==> src/rtl/demux_pkg.sv <==
// Shared types and sizing for the 8-channel TDM demultiplexer.
// Holds the framing FSM state enum, the channel count and the channel index width.
package demux_pkg;

    localparam int NCH  = 8;
    localparam int CH_W = 3;

    typedef enum logic {
        HUNT = 1'b0,
        LOCK = 1'b1
    } state_t;

endpackage

==> src/rtl/ch_decoder_3to8.sv <==
// Channel index to one-hot write vector, gated by an enable.
// Ports: sel (channel index), en (write enable), onehot (per-channel write strobe).
module ch_decoder_3to8
    import demux_pkg::*;
(
    input  logic [CH_W-1:0] sel,
    input  logic            en,
    output logic [NCH-1:0]  onehot
);

    always_comb begin
        onehot = '0;
        if (en) begin
            onehot[sel] = 1'b1;
        end
    end

endmodule

==> src/rtl/demux_8ch_tdm.sv <==
// Serial TDM demultiplexer: routes one din bit per valid cycle to 8 held channels.
// Ports: clk, rst (sync, active-high), din, din_valid, frame_sync in;
//        y, y_stb, frame_done, locked, sync_err out (all registered).
module demux_8ch_tdm
    import demux_pkg::*;
#(
    parameter int NCH = 8
) (
    input  logic           clk,
    input  logic           rst,
    input  logic           din,
    input  logic           din_valid,
    input  logic           frame_sync,
    output logic [NCH-1:0] y,
    output logic [NCH-1:0] y_stb,
    output logic           frame_done,
    output logic           locked,
    output logic           sync_err
);

    state_t            state;
    state_t            state_nxt;
    logic [CH_W-1:0]   ch_cnt;
    logic [CH_W-1:0]   ch_nxt;
    logic [CH_W-1:0]   wr_sel;
    logic              wr_en;
    logic              err_nxt;
    logic [NCH-1:0]    wr_vec;

    ch_decoder_3to8 u_dec (
        .sel    (wr_sel),
        .en     (wr_en),
        .onehot (wr_vec)
    );

    // A sync sample always lands on channel 0 and restarts the count at 1;
    // it is only an error when it arrives mid-frame while locked.
    always_comb begin
        state_nxt = state;
        ch_nxt    = ch_cnt;
        wr_sel    = ch_cnt;
        wr_en     = 1'b0;
        err_nxt   = 1'b0;
        if (din_valid) begin
            unique case (state)
                HUNT: begin
                    if (frame_sync) begin
                        wr_en     = 1'b1;
                        wr_sel    = '0;
                        ch_nxt    = CH_W'(1);
                        state_nxt = LOCK;
                    end
                end
                LOCK: begin
                    wr_en = 1'b1;
                    if (frame_sync) begin
                        wr_sel  = '0;
                        ch_nxt  = CH_W'(1);
                        err_nxt = (ch_cnt != '0);
                    end else begin
                        wr_sel = ch_cnt;
                        ch_nxt = ch_cnt + CH_W'(1);
                    end
                end
                default: begin
                    state_nxt = HUNT;
                end
            endcase
        end
    end

    always_ff @(posedge clk) begin
        if (rst) begin
            state      <= HUNT;
            ch_cnt     <= '0;
            y          <= '0;
            y_stb      <= '0;
            frame_done <= 1'b0;
            sync_err   <= 1'b0;
            locked     <= 1'b0;
        end else begin
            state      <= state_nxt;
            ch_cnt     <= ch_nxt;
            y          <= (y & ~wr_vec) | (wr_vec & {NCH{din}});
            y_stb      <= wr_vec;
            frame_done <= wr_vec[NCH-1];
            sync_err   <= err_nxt;
            locked     <= (state_nxt == LOCK);
        end
    end

endmodule

==> config.mk <==
export PLATFORM = sky130hd
export DESIGN_NAME = demux_8ch_tdm
export DESIGN_NICKNAME = d
export VERILOG_FILES = /design/src/rtl/demux_pkg.sv /design/src/rtl/ch_decoder_3to8.sv /design/src/rtl/demux_8ch_tdm.sv
export SDC_FILE = /design/constraint.sdc
export NUM_CORES = 1
export LEC_CHECK = 0
export ABC_AREA = 1
export BUFFER_PORTS_ARGS = -buffer_cell sky130_fd_sc_hd__buf_2
export CAP_MARGIN = 20
export CORE_MARGIN = 4
export CORE_UTILIZATION = 45
export DETAILED_ROUTE_END_ITERATION = 12
export PLACE_DENSITY = 0.74
export SYNTH_ARGS = -nofsm -noshare
export SYNTH_HDL_FRONTEND = slang
export SYNTH_SLANG_ARGS = --single-unit
==> constraint.sdc <==
create_clock -name clk -period 3.6 [get_ports clk]
set_input_delay 0.36 -clock clk [delete_from_list [all_inputs] [get_ports clk]]
set_output_delay 0.36 -clock clk [all_outputs]
set_load 0.01 [all_outputs]
==> results.sh <==
export IMPL_status="complete, no violations"
export IMPL_design_power_total_uw=393
export IMPL_cp_slowest_cell="dfxtp_1"
export IMPL_grt_antenna_before_repair=0
export IMPL_coreArea_um2=1940
export IMPL_gp_congestion=0.790
export IMPL_hold_depth=2
export IMPL_antenna_cells=0
export IMPL_drcViolationCount=0
export IMPL_r2r_cells=6
export IMPL_grt_usage_pct=13.8
export IMPL_grt_pass1_wl_um=2900
export IMPL_p_int_uw=292
export IMPL_grt_pass1_vias=707
export IMPL_fmax_mhz=781
export IMPL_initial_core_util_pct=47.0
export IMPL_drive_above_1_share_pct=37.1
export IMPL_dp_slack_ns=2.31
export IMPL_worstMarginPinSlew_ns=0.350
export IMPL_clockRootBuffer="clkbuf_4"
export IMPL_critPathCapture="ch_cnt[1]$_SDFFE_PP0P_"
export IMPL_timing_worst_setup_path_type="flip-flop to flip-flop"
export IMPL_finalMaxSlewViolations=0
export IMPL_maxCapViolCount=0
export IMPL_port_buffers=23
export IMPL_clk_transition_reported_paths_ns=0.11
export IMPL_swShare_pct=25.6
export IMPL_rr_endpoint="ch_cnt[1]$_SDFFE_PP0P_"
export IMPL_ys_seq_elements=21
export IMPL_rrSetupSlack_ns=2.32
export IMPL_p_comb_share_pct=9.2
export IMPL_r2r_start="ch_cnt[1]$_SDFFE_PP0P_"
export IMPL_cts_sinks=21
export IMPL_fin_crit_ns=1.28
export IMPL_grt_max_degree=13
export IMPL_crit_family="flip-flops"
export IMPL_hold_path_class="primary input to flip-flop"
export IMPL_arrival_ns=1.49
export IMPL_pwr_share_clk_pct=29.2
export IMPL_power_density_nw_per_um2=375
export IMPL_die_h_um=53.1
export IMPL_cts_resized=0
export IMPL_drtIter0Drc=5
export IMPL_stdcell_count=159
export IMPL_htreeDepth=1
export IMPL_setup_viol=0
export IMPL_rsz0062_at_grt="false"
export IMPL_via_per_inst=4.74
export IMPL_slowest_delay_ns=0.53
export IMPL_ant_nets=0
export IMPL_ys_types=21
export IMPL_synthesis_nets=117
export IMPL_layout_commonest_cell="buf_2"
export IMPL_path_max_fanout=7
export IMPL_crit_buf_inv=2
export IMPL_final_setup_skew_ns=0.00343
export IMPL_fin_ws_ns=2.32
export IMPL_dieArea_um2=2810
export IMPL_critical_path_required_ns=3.81
export IMPL_area_growth_pct=14.5
export IMPL_firstDrtPassIters=2
export IMPL_ys_seq_area_share_pct=46.0
export IMPL_finalCritPeriodShare_pct=35.6
export IMPL_startpoint="ch_cnt[1]$_SDFFE_PP0P_"
export IMPL_die_w_um=53.1
export IMPL_pwr_share_seq_pct=61.5
export IMPL_cts_buffers=3
export IMPL_drt_total_wl_um=1670
export IMPL_crit_path_start_kind="flip-flop"
export IMPL_cts_tree="done"
export IMPL_overflow=0
export IMPL_setup_tns_ns=0
export IMPL_hold_buffers=0
export IMPL_final_cell_mix="buf_2 (23), nor2_1 (21), dfxtp_1 (21)"
export IMPL_power_switching_uw=100
export IMPL_ios=24
export IMPL_syn_inst=110
export IMPL_leakage_nw=0.467
export IMPL_fillers=206
export IMPL_cts_path_max_buffers=2
export IMPL_cp_depth=6
export IMPL_finalNetCount=140
export IMPL_path_cells="inv_2 -> ha_1 -> inv_1 -> nor2_1 -> o21ai_0 -> a21oi_1"
export IMPL_endpoint_kind="flip-flop"
export IMPL_clk_latency_ns=0.31
export IMPL_fp_row_count=16
export IMPL_hold_violations=0
export IMPL_avgRoutedWirePerCell_um=10.5
export IMPL_syn_area_um2=913
export IMPL_vias=753
export IMPL_ir_drop_v=0.000205
export IMPL_yosys_warnings=0
export IMPL_avgSynthCellArea_um2=8.30
export IMPL_dp_hpwl_um=1260
export IMPL_max_slew_margin_rel_pct=76.6
export IMPL_cts_setup_buffers=0
export IMPL_dp_cells=155
layer usage:
metal	track usage (%)	share of wire [%]	vias to the layer above
li1	-	-	391
met1	17.3	47	339
met2	22.9	46	20
met3	1.97	5.9	3
met4	6.81	1.7	0
met5	0	0	-
synthesized netlist by cell type, drive strengths merged:
cell type | instances | area, um^2
a21oi | 6 | 45.0
dfxtp | 21 | 420
nor3 | 6 | 45.0
buf | 5 | 42.5
a211oi | 1 | 7.51
nor2 | 24 | 103
nand3 | 10 | 75.1
o21ai | 4 | 23.8
ha | 2 | 25.0
inv | 8 | 30.0
nand2 | 23 | 96.3
per-stage QoR:
step	util [%]	hold WS, ns	instance area (um^2)
floorplan	-	0.508	913
global placement	52.5	0.462	1020
detailed placement	52.5	0.478	1020
CTS	53.9	0.351	1050
global route	53.9	0.378	1050
finish	53.9	0.359	1050
how the worst min path moves through the flow:
stage,endpoint,start,slack [ns]
4_1_cts,y_stb[7]$_SDFF_PP0_,rst,0.35
5_1_grt,y_stb[5]$_SDFF_PP0_,rst,0.38
6_report,y_stb[5]$_SDFF_PP0_,rst,0.36
3_3_place_gp,flip-flop,flip-flop,0.46
2_1_floorplan,flip-flop,flip-flop,0.51
3_5_place_dp,flip-flop,flip-flop,0.48
cells by family (layout without fill, tap and decap cells):
kind of cell	after synthesis	after routing	share of synthesized area, %
and+or+nand+nor	63	63	34.9
DFF	21	21	46.0
buffers and inverters	13	35	7.94
AOI/OAI and AO/OA	11	11	8.36
adders and majority gates	2	2	2.74
power by group through the flow:
stage	registers [mW]	clock network (mW)	logic, mW
final	0.242	0.115	0.0363
after global routing	0.242	0.129	0.0412
after CTS	0.242	0.117	0.0369
after detailed placement	0.247	0	0.0367
after global placement	0.247	0	0.0356
after floorplan	0.248	0	0.0266
layout make-up:
cell class | instances | area (um^2) | area share, %
Sequential cell | 21 | 420 | 40.2
Multi-Input combinational cell | 76 | 420 | 40.2
Timing Repair Buffer | 23 | 115 | 11.0
Tap cell | 27 | 33.8 | 3.23
Inverter | 8 | 30.0 | 2.87
Clock buffer | 4 | 26.3 | 2.51
Note: power is estimated with default switching activity, not from simulation.
